==> src/rtl/qc_ldpc_pkg.sv <==
// Shared types and helpers for the QC-LDPC encoder sequencer.
// Holds the FSM state type and one-hot / address-width utilities.
package qc_ldpc_pkg;

  typedef enum logic [1:0] {
    S_IDLE,
    S_FILL,
    S_DRAIN,
    S_HOLD
  } seq_state_e;

  function automatic int addr_w(input int nz, input int nb);
    return (nz * nb > 1) ? $clog2(nz * nb) : 1;
  endfunction

  function automatic logic is_onehot(input logic [31:0] v);
    return (v != '0) && ((v & (v - 32'd1)) == '0);
  endfunction

  function automatic int onehot_to_idx(input logic [31:0] v);
    int idx;
    idx = 0;
    for (int i = 0; i < 32; i++)
      if (v[i]) idx = i;
    return idx;
  endfunction

endpackage

==> src/rtl/qc_ldpc_lat_pipe.sv <==
// Valid+data delay line matching the shift-ROM read latency.
// LAT+1 register stages; a single stage when LAT is zero.
module qc_ldpc_lat_pipe #(
  parameter int LAT = 1,
  parameter int W   = 81
) (
  input  logic         CLK,
  input  logic         rst_n,
  input  logic         in_v,
  input  logic [W-1:0] in_d,
  output logic         out_v,
  output logic [W-1:0] out_d,
  output logic         pend
);

  logic [LAT:0]        v_q;
  logic [LAT:0][W-1:0] d_q;

  always_ff @(posedge CLK or negedge rst_n) begin
    if (!rst_n) begin
      v_q <= '0;
      d_q <= '0;
    end else begin
      v_q[0] <= in_v;
      d_q[0] <= in_v ? in_d : '0;
      for (int i = 1; i <= LAT; i++) begin
        v_q[i] <= v_q[i-1];
        d_q[i] <= d_q[i-1];
      end
    end
  end

  assign out_v = v_q[LAT];
  assign out_d = d_q[LAT];

  // pend: a beat is still travelling toward the output stage
  generate
    if (LAT == 0) begin : g_nopend
      assign pend = 1'b0;
    end else begin : g_pend
      assign pend = |v_q[LAT-1:0];
    end
  endgenerate

endmodule

==> src/rtl/qc_ldpc_enc_sequencer.sv <==
// QC-LDPC encoder control: accepts a code-block request, streams
// info blocks with ROM addressing and drives accumulator strobes.
module qc_ldpc_enc_sequencer
  import qc_ldpc_pkg::*;
#(
  parameter int NUM_Z         = 3,
  parameter int MAX_Z         = 81,
  parameter int NUM_INFO_BLKS = 20,
  parameter int ROM_LAT       = 1,
  parameter int ADDRW         = addr_w(NUM_Z, NUM_INFO_BLKS)
) (
  input  logic                     CLK,
  input  logic                     rst_n,
  input  logic                     start,
  input  logic [NUM_Z-1:0]         req_z,
  output logic                     busy,
  output logic                     cfg_err,
  input  logic                     in_valid,
  output logic                     in_ready,
  input  logic [MAX_Z-1:0]         info_in,
  output logic [MAX_Z-1:0]         info_out,
  output logic [ADDRW-1:0]         rom_addr,
  output logic [$clog2(NUM_Z)-1:0] z_idx,
  output logic                     acc_clr,
  output logic                     acc_en,
  output logic                     out_valid,
  input  logic                     out_ready
);

  localparam int ZW = $clog2(NUM_Z);
  localparam int CW = $clog2(NUM_INFO_BLKS);
  localparam logic [CW-1:0] LAST = CW'(NUM_INFO_BLKS - 1);

  seq_state_e     state_q;
  logic [CW-1:0]  col_q;
  logic [ADDRW-1:0] rom_addr_q;
  logic [ZW-1:0]  z_idx_q;
  logic           busy_q;
  logic           cfg_err_q;
  logic           in_ready_q;
  logic           acc_clr_q;
  logic           out_valid_q;

  logic [31:0]    req_ext;
  logic [ZW-1:0]  zi;
  logic [ADDRW-1:0] base;
  logic           hs;
  logic           pend;

  assign req_ext = 32'(req_z);
  assign zi      = ZW'(onehot_to_idx(req_ext));
  assign base    = ADDRW'(zi) * ADDRW'(NUM_INFO_BLKS);
  assign hs      = (state_q == S_FILL) & in_valid & in_ready_q;

  always_ff @(posedge CLK or negedge rst_n) begin
    if (!rst_n) begin
      state_q     <= S_IDLE;
      col_q       <= '0;
      rom_addr_q  <= '0;
      z_idx_q     <= '0;
      busy_q      <= 1'b0;
      cfg_err_q   <= 1'b0;
      in_ready_q  <= 1'b0;
      acc_clr_q   <= 1'b0;
      out_valid_q <= 1'b0;
    end else begin
      cfg_err_q <= 1'b0;
      acc_clr_q <= 1'b0;
      unique case (state_q)
        S_IDLE: begin
          if (start) begin
            if (is_onehot(req_ext)) begin
              state_q    <= S_FILL;
              z_idx_q    <= zi;
              col_q      <= '0;
              rom_addr_q <= base;
              acc_clr_q  <= 1'b1;
              busy_q     <= 1'b1;
              in_ready_q <= 1'b1;
            end else begin
              cfg_err_q <= 1'b1;
            end
          end
        end
        S_FILL: begin
          if (hs) begin
            if (col_q == LAST) begin
              in_ready_q <= 1'b0;
              state_q    <= (ROM_LAT == 0) ? S_HOLD : S_DRAIN;
            end else begin
              col_q      <= col_q + CW'(1);
              rom_addr_q <= rom_addr_q + ADDRW'(1);
            end
          end
        end
        S_DRAIN: begin
          if (acc_en && !pend) begin
            state_q     <= S_HOLD;
            out_valid_q <= 1'b1;
          end
        end
        S_HOLD: begin
          // direct FILL->HOLD entry still lets the last acc_en settle first
          if (!out_valid_q) begin
            out_valid_q <= 1'b1;
          end else if (out_ready) begin
            state_q     <= S_IDLE;
            out_valid_q <= 1'b0;
            busy_q      <= 1'b0;
          end
        end
        default: state_q <= S_IDLE;
      endcase
    end
  end

  qc_ldpc_lat_pipe #(
    .LAT (ROM_LAT),
    .W   (MAX_Z)
  ) u_pipe (
    .CLK   (CLK),
    .rst_n (rst_n),
    .in_v  (hs),
    .in_d  (info_in),
    .out_v (acc_en),
    .out_d (info_out),
    .pend  (pend)
  );

  assign busy      = busy_q;
  assign cfg_err   = cfg_err_q;
  assign in_ready  = in_ready_q;
  assign rom_addr  = rom_addr_q;
  assign z_idx     = z_idx_q;
  assign acc_clr   = acc_clr_q;
  assign out_valid = out_valid_q;

endmodule

==> config.mk <==
export PLATFORM = sky130hd
export DESIGN_NAME = qc_ldpc_enc_sequencer
export DESIGN_NICKNAME = d
export VERILOG_FILES = /design/src/rtl/qc_ldpc_pkg.sv /design/src/rtl/qc_ldpc_lat_pipe.sv /design/src/rtl/qc_ldpc_enc_sequencer.sv
export SDC_FILE = /design/constraint.sdc
export NUM_CORES = 1
export LEC_CHECK = 0
export CAP_MARGIN = 20
export CELL_PAD_IN_SITES_DETAIL_PLACEMENT = 0
export CELL_PAD_IN_SITES_GLOBAL_PLACEMENT = 1
export CORE_MARGIN = 10
export CORE_UTILIZATION = 30
export DETAILED_ROUTE_END_ITERATION = 16
export HOLD_SLACK_MARGIN = 0.06
export PLACE_DENSITY_LB_ADDON = 0.1
export SKIP_CTS_REPAIR_TIMING = 1
export SYNTH_ARGS = -nofsm -noshare
export SYNTH_HDL_FRONTEND = slang
export SYNTH_HIERARCHICAL = 1
export SYNTH_SLANG_ARGS = --single-unit
==> constraint.sdc <==
create_clock -name CLK -period 5.8 [get_ports CLK]
set_clock_uncertainty 0.15 [all_clocks]
set_input_delay 1.16 -clock CLK [delete_from_list [all_inputs] [get_ports CLK]]
set_output_delay 1.16 -clock CLK [all_outputs]
set_load 0.05 [all_outputs]
==> run metrics <==
crit path launch type input port; Mapped Cells 461; maxcap violations 0; register bit total from synthesis 184; first-pass GRT wire length 23000 um; routed vias 3543; setup TNS 0 ps; Post-Syn Nets 556; TritonCTS Buffers 17; status complete, no violations; die width 168 um; Pins Over Slew Limit 0; R2R cell count 6; detail-routed via count per cell 4.10; IO buf count 183; drt first pass iters 4; hold-critical path depth 0; main area contributors after synthesis dfrtp_1 (70%), and2_2 (9.3%), buf_4 (9.3%); # diodes 0; starting density of the core 30.2%; Max rail drop VDD 0.177 mV; share of the synthesized area in the top cell type 70.2%; pre-CTS setup slack 2360 ps; crit path capture type flip-flop; final hold viol count 0; Die Area 28200 um2; nets 667; Yosys warning count 6; initial drt markers 178; Mapped Avg Cell Area 14.2 um2; CP delay by family, top buffers and inverters; share of cells above drive strength 1 20.5%; Post-Syn Area 6560 um2; DRC 0; Post-DRT Antenna Nets 0; Min-Delay Endpoint u_pipe/out_d[3]; Reg-to-Reg End col_q[3]; post-synthesis sequential area ratio 70.2%; arrival time at the worst endpoint 3180 ps; Rows 54; P_leak 4.06 nW; Async SR Flop Fraction 100%; final cycle utilization of the critical path 52.1%; CTS tree done; PD cells 446 nW/um2; Req. time, crit path 5950 ps; antenna violations before repair 0; Tot GR Track Use 10.4%; Critical Path Slowest Stage Cell clkdlybuf4s50_1; Rel. slew slack 40.2%; Worst Hold Launch u_pipe/d_q[3]; CP peak stage delay 610 ps; Critical Path, Cell by Cell clkdlybuf4s50_1, xor2_1, a311oi_2, buf_4, or2_1, a2111o_1; Clk Latency, worst-skew pair 420 ps; count leader, synth dfrtp_1; final WL 14300 um; chip height 168 um; P&R area growth vs syn 32.5%; area of the core 21700 um2; largest net degree at the start of global routing 115; Crit path buffers/inverters 2; clock slew at reported path FFs 70 ps; routed length per instance 16.5 um; io pins 184; fin crit period 3020 ps; Post-synth top flop dfrtp_1; Final GP Congestion 0.707; fill count 2059; FMAX 331 MHz; reg-to-reg startpoint state_q[1]; CTS root buffer clkbuf_16; Remaining Overflow, GRT 0; FF/Latch Area 4600 um2; HP Class reg2reg; Setup CP Type in2reg; setup ws final 2780 ps; Synth area leader dfrtp_1; CP Max Fanout 22; EDFF count, synth 0; number of global-route vias before repair 3891; Multi-input gate area 1240 um2; clock sink count 184; Max Buffers Root-to-Sink 2; post-synth cell types 43; R2R setup slack 3060 ps; htree depth 4; RSZ-0062 raised after global routing no; list of most frequent post-synthesis cells dfrtp_1 (184), and2_2 (81), buf_4 (81), nand2_1 (19), o21ai_0 (11); measured slew at the worst slew-check pin 897 ps; endpoints failing setup 0; HPWL Detailed 10000 um
-- metrics by stage --
stage | total power [mW] | hold slack (ps) | cells | area, um2 | utilization (%)
global placement | 2.74 | 181 | 833 | 8090 | 37.3
floorplan | 2.45 | 181 | 461 | 6560 | -
global route | 4.09 | 202 | 864 | 8690 | 40.1
detailed placement | 2.76 | 185 | 833 | 8090 | 37.3
CTS | 3.95 | 195 | 864 | 8690 | 40.1
finish | 3.87 | 193 | 864 | 8690 | 40.1
-- power by group --
group          internal (mW)  total (mW)  switching [mW]
sequential              1.50        1.59          0.0974
combinational          0.402        1.12           0.719
clock                  0.648        1.16           0.511
total                   2.55        3.87            1.33
-- cell families after synthesis --
group | Yosys count | synth area share, %
flops | 184 | 70.2
simple gates | 127 | 13.0
buf+inv | 104 | 10.9
compound gates | 34 | 3.82
fa+ha+maj | 6 | 1.14
mux | 4 | 0.630
xor+xnor | 2 | 0.267
-- cells in the final DEF (no fill, tap or decap), types with 3 or more instances in the layout --
cell type	count
dfrtp_1	184
nand3_1	5
clkbuf_16	17
nand2_1	19
clkinvlp_4	3
buf_4	4
mux2i_1	3
and2_2	81
inv_6	3
ha_1	6
or4_1	3
nor3_1	3
nor2_1	3
a211o_1	3
o21ai_0	11
inv_1	8
clkdlybuf4s50_1	182
a21oi_1	3
and3_1	3
o41ai_1	3
-- routing by layer --
| metal | global-route usage [%] | vias to the layer above | share of wire (%) |
|---|---|---|---|
| li1 | - | 1630 | - |
| met1 | 12.5 | 1795 | 42 |
| met2 | 17.0 | 106 | 51 |
| met3 | 3.91 | 12 | 6.4 |
| met4 | 3.44 | 0 | 1.0 |
| met5 | 0 | - | 0 |
-- final cells by class --
cell class / count / area share, %
Sequential cell: 184 / 53.0
Timing Repair Buffer: 187 / 21.5
Multi-Input combinational cell: 173 / 14.3
Clock buffer: 18 / 4.94
Tap cell: 280 / 4.03
Clock inverter: 13 / 1.90
Inverter: 9 / 0.389
-- state kept, by name, indices dropped and copies added, names as in the netlist --
signal        flops
acc_clr           1
rom_addr          6
u_pipe/d_q       81
state_q           2
in_ready          1
z_idx             2
busy              1
out_valid         1
u_pipe/v_q        2
u_pipe/out_d     81
cfg_err           1
col_q             5
-- how the worst max path moves through the flow --
stage              from           to  slack, ps  depth (start not counted)
2_1_floorplan  req_z[1]  rom_addr[4]       3200                          5
3_3_place_gp   req_z[1]  rom_addr[4]       2410                          6
3_5_place_dp   req_z[1]  rom_addr[4]       2360                          6
4_1_cts        in_ready     in_ready       2760                          1
5_1_grt        req_z[1]  rom_addr[4]       2690                          6
6_report       req_z[1]  rom_addr[4]       2780                          6
(Power assumes the default switching activity.)
==> edit 1 (same settings) <==
Encoding of `seq_state_e`: now one-hot (4 bits for 4 states).
--- a/src/rtl/qc_ldpc_pkg.sv
+++ b/src/rtl/qc_ldpc_pkg.sv
@@ -3,9 +3,9 @@
 package qc_ldpc_pkg;
 
-  typedef enum logic [1:0] {
-    S_IDLE,
-    S_FILL,
-    S_DRAIN,
-    S_HOLD
+  typedef enum logic [3:0] {
+    S_IDLE  = 4'b0001,
+    S_FILL  = 4'b0010,
+    S_DRAIN = 4'b0100,
+    S_HOLD  = 4'b1000
   } seq_state_e;
 
Check against the original RTL: no difference found for any inputs over 10 cycles, from zero or initial values and one cycle with rst_n low; not proved beyond that.
==> edit 1 against the original RTL <==
Design area is 0.86% higher; area after synthesis up 0.67%; total power is 17% lower; sequential cell count increased by 2; first-iteration DRC count fell by 2.2%; setup slack better by 0.022 ns; routed wire length decreased by 1.8%; largest cell class unchanged; largest power group unchanged.
==> edit 1: results (changes against the original RTL) <==
| Metric | Value |
|---|---|
| Area contributors post-synth | `dfrtp_1 (70%), and2_2 (9.2%), buf_4 (9.2%)` |
| Layout cell share with drive strength beyond 1 | `0.216 (+0.0103)` |
| Sw Ratio | `0.295 (-0.0474)` |
| CP arrival | `1.69 ns (-1.49 ns)` |
| Wire length per cell | `16.2 µm (-1.8%)` |
| Hold Crit Endpoint | `u_pipe/out_d[60]` |
| Final net count | `663 (-0.60%)` |
| Largest net degree at the start of global routing | `105 (-8.7%)` |
| Number of global-route vias before repair | `3768 (-3.2%)` |
| Hold Crit Depth | `0 (unchanged)` |
| Reg2Reg Depth | `4 (-2)` |
| Reg2reg setup slack | `3.18 ns (+0.12 ns)` |
| DRT iter0 DRCs | `174 (-2.2%)` |
| Fillers | `2054 (-0.24%)` |
| DP Area | `8130 µm² (+0.46%)` |
| Post-synth top cells | `dfrtp_1 (185), and2_2 (81), buf_4 (81)` |
| Clock transition at path regs | `0.07 ns (about the same)` |
| Worst min-delay path class | `reg2reg` |
| Register area share after synthesis | `0.705 (+0.00311)` |
| Final hold violations | `0 (unchanged)` |
| First-pass GRT wire length | `22000 µm (-4.3%)` |
| Hpwl dp | `9730 µm (-3.1%)` |
| Worst-Skew Late Latency | `0.42 ns (about the same)` |
| CTS Root Cell | `clkbuf_16` |
| Hold_sp | `u_pipe/d_q[60]` |
| Peak VDD IR | `0.207 mV (+17%)` |
| Slowest stage delay, CP | `0.84 ns (+0.23 ns)` |
| All-Layer GR Usage | `0.100 (-0.00448)` |
| Leakage | `4.07 nW (+0.21%)` |
| Async set-reset flop share out of synthesis | `1.00 (unchanged)` |
| Syn Nets | `555 (-0.18%)` |
| Worst r2r src | `state_q[3]` |
| RD Place Congestion | `0.738 (+4.5%)` |
| 1st-pass router iterations | `4 (unchanged)` |
| Worst r2r dst | `u_pipe/d_q[55]` |
| Slew headroom | `0.444 (+0.0414)` |
| Vias/cell | `4.06 (-0.99%)` |
| Worst Path Max Fanout | `5 (-77%)` |
| Status | `complete, no violations` |
| CP top delay family | `buffers and inverters` |
edit 1: changes by cell type in the layout (fill, tap and decap cells not counted), sizes merged, moves of 5 or more:
cell / delta
nand2: -8
nor2: +8
nor3: +7
inv: -5
nand3: +5
edit 1: final cells by class:
type                            count  area [µm²]  area share
Sequential cell                   186        4660       0.531
Clock inverter                     14         179      0.0204
Inverter                            3        11.3     0.00129
Tap cell                          280         350      0.0400
Multi-Input combinational cell    178        1250       0.143
Timing Repair Buffer              186        1890       0.216
Clock buffer                       17         425      0.0486
edit 1: cell families after synthesis:
| kind of cell | Yosys count | synth area share |
|---|---|---|
| multiplexers | 2 | 0.00341 |
| AND/OR/NAND/NOR | 139 | 0.142 |
| adder cells (fa/ha/maj) | 2 | 0.00379 |
| AO/OA/AOI/OAI | 33 | 0.0366 |
| XOR/XNOR | 2 | 0.00265 |
| buffers and inverters | 100 | 0.107 |
| flip-flops | 186 | 0.705 |
edit 1: layer usage:
metal,global-route usage,vias up,share of wire
li1,-,1622,-
met4,0.0375,0,0.014
met5,0,-,0
met2,0.158,104,0.49
met1,0.122,1771,0.43
met3,0.0361,11,0.067
edit 1: power groups by stage:
stage                     Combinational (mW)  Sequential [mW]  Clock, mW
after floorplan                        0.310             1.55          0
after global placement                 0.605             1.47          0
after detailed placement               0.610             1.46          0
after CTS                              0.612             1.44       1.22
after global routing                   0.652             1.45       1.27
final                                  0.603             1.44       1.18
edit 1: per-stage QoR:
| stage | setup slack [ns] | power (mW) | util | instances | hold slack [ns] |
|---|---|---|---|---|---|
| 2_1_floorplan | 3.36 | 1.86 | - | 464 | 0.181 |
| 3_3_place_gp | 2.30 | 2.07 | 0.374 | 832 | 0.182 |
| 3_5_place_dp | 2.24 | 2.07 | 0.374 | 832 | 0.185 |
| 4_1_cts | 2.69 | 3.27 | 0.401 | 863 | 0.197 |
| 5_1_grt | 2.73 | 3.38 | 0.403 | 864 | 0.203 |
| 6_report | 2.80 | 3.22 | 0.403 | 864 | 0.198 |
edit 1: worst max path at each step:
| stage | startpoint | endpoint | slack [ns] | depth (start not counted) |
|---|---|---|---|---|
| finish | rom_addr[0] | rom_addr[0] | 2.80 | 1 |
| global route | rom_addr[3] | rom_addr[3] | 2.73 | 1 |
| CTS | state_q[3] | u_pipe/d_q[55] | 2.69 | 4 |
| detailed placement | in_valid | state_q[2] | 2.24 | 6 |
| global placement | in_valid | state_q[2] | 2.30 | 6 |
| floorplan | req_z[2] | z_idx[1] | 3.36 | 5 |
==> edit 2 (same flow settings) <==
Made on the original files. Change the parameter `NUM_Z` from 3 to 5.
--- a/src/rtl/qc_ldpc_enc_sequencer.sv
+++ b/src/rtl/qc_ldpc_enc_sequencer.sv
@@ -4,5 +4,5 @@
   import qc_ldpc_pkg::*;
 #(
-  parameter int NUM_Z         = 3,
+  parameter int NUM_Z         = 5,
   parameter int MAX_Z         = 81,
   parameter int NUM_INFO_BLKS = 20,
Interface: changed (resized req_z, rom_addr and z_idx); port bits go from 184 to 188. No check against the original RTL was run, so the function may have changed too.
==> edit 2 against the original RTL <==
Core utilization is 0.52 points higher; sequential share of layout area down 0.60 points; setup slack lost 0.081 ns; critical path depth decreased by 5; routed wire length up 1.5%; area after synthesis up 2.4%; sequential cell count grew 2; critical endpoint is now rom_addr[2]; design area is 2.2% higher; critical path type is now reg2out.
Power is not compared: it rests on default switching activity, and its combinational part moved more than twofold at a synthesized area within 25%.
==> edit 2: results (changes against the original RTL) <==
| Metric | Value |
|---|---|
| Status | `complete, no violations` |
| Slowest CP cell | `clkdlybuf4s50_1` |
| Post-synthesis cell type count | `41 (-4.7%)` |
| DR vias | `3591 (+1.4%)` |
| CP arrival | `1.79 ns (-1.39 ns)` |
| Async set-reset flop share out of synthesis | `1.00 (unchanged)` |
| Antenna cells | `0 (unchanged)` |
| Slew headroom | `0.411 (+0.00874)` |
| DRT iter0 DRCs | `207 (+16%)` |
| CTS Buffer Depth | `2 (unchanged)` |
| Syn Nets | `577 (+3.8%)` |
| CTS H-tree lvls | `4 (unchanged)` |
| Cts bufs inserted | `17 (unchanged)` |
| IO Port Bufs | `187 (+2.2%)` |
| Number of global-route vias before repair | `3929 (+0.98%)` |
| First-pass GRT wire length | `22700 µm (-1.5%)` |
| Worst Path Max Fanout | `9 (-59%)` |
| Post-synth top cells | `dfrtp_1 (186), and2_2 (81), buf_4 (81)` |
| Wire length per cell | `16.3 µm (-1.2%)` |
| All-Layer GR Usage | `0.101 (-0.00300)` |
| CP top delay family | `buffers and inverters` |
| Final net count | `694 (+4.0%)` |
| RD Place Congestion | `0.723 (+2.3%)` |
| Fillers | `2109 (+2.4%)` |
| CTS Root Cell | `clkbuf_16` |
| Area contributors post-synth | `dfrtp_1 (69%), and2_2 (9.1%), buf_4 (9.1%)` |
| Largest net degree at the start of global routing | `111 (-3.5%)` |
| Worst min-delay path class | `reg2reg` |
| Ys Warns | `6 (unchanged)` |
| Layout cell share with drive strength beyond 1 | `0.217 (+0.0116)` |
| Initial antenna violation count | `0 (unchanged)` |
| Hpwl dp | `10400 µm (+3.1%)` |
| Slowest stage delay, CP | `0.87 ns (+0.26 ns)` |
| 1st-pass router iterations | `4 (unchanged)` |
| Leakage | `4.21 nW` |
| Clock transition at path regs | `0.07 ns (about the same)` |
| Peak VDD IR | `0.153 mV` |
| Register area share after synthesis | `0.693 (-0.00877)` |
| Worst-Skew Late Latency | `0.42 ns (about the same)` |
## edit 2: cell count changes after synthesis, moves of 4 or more
cell / change
nor2b_1: +4
nand3_1: +7
nor2_1: +7
mux2_2: +4
a21oi_1: +4
nand2_1: -7
## edit 2: final timing paths
path                                 from                to  slack [ns]  depth (start not counted)
hold / removal             u_pipe/d_q[60]  u_pipe/out_d[60]        0.20                          0
setup reg to reg               state_q[1]          col_q[3]        3.26                          7
min in group asynchronous           rst_n    u_pipe/d_q[75]        0.67                          1
setup / recovery              rom_addr[2]       rom_addr[2]        2.70                          1
hold reg to reg            u_pipe/d_q[60]  u_pipe/out_d[60]        0.20                          0
max in group asynchronous           rst_n    u_pipe/d_q[45]        3.74                          2
## edit 2: area by class of cell
cell class / instances / area share
clock buffers: 18 / 0.0483
clock inverters: 14 / 0.0173
inverters: 11 / 0.00465
multi-input cells: 189 / 0.151
flip-flops and latches: 186 / 0.524
well taps: 280 / 0.0394
repair buffers: 190 / 0.215
## edit 2: cells by family (layout without fill, tap and decap cells)
family          after synthesis  in the layout  synth area share
simple gates                135            135             0.133
compound gates               38             38            0.0410
other cells                   1              1          0.000559
flops                       186            186             0.693
mux                           5              5           0.00820
xor+xnor                      2              2           0.00261
fa+ha+maj                     8              8            0.0149
buf+inv                     103            233             0.107
## edit 2: layer usage
metal	up-vias	share of wire	track usage
met5	-	0	0
met4	0	0.0076	0.0338
met3	4	0.060	0.0357
met2	97	0.50	0.164
met1	1795	0.43	0.123
li1	1695	-	-
## edit 2: power breakdown
group          total, mW  internal [mW]  switching [mW]  leakage (nW)
clock               1.13          0.577           0.549         0.275
sequential          1.30           1.30         0.00173          2.57
combinational     0.0995         0.0580          0.0415          1.36
## edit 2: per-stage QoR
step / cells / instance area (µm²) / setup WS (ns) / util
2_1_floorplan: 478 / 6710 / 3.14 / -
3_3_place_gp: 855 / 8280 / 2.33 / 0.378
3_5_place_dp: 856 / 8300 / 2.31 / 0.379
4_1_cts: 888 / 8880 / 2.65 / 0.406
5_1_grt: 888 / 8880 / 2.59 / 0.406
6_report: 888 / 8880 / 2.70 / 0.406
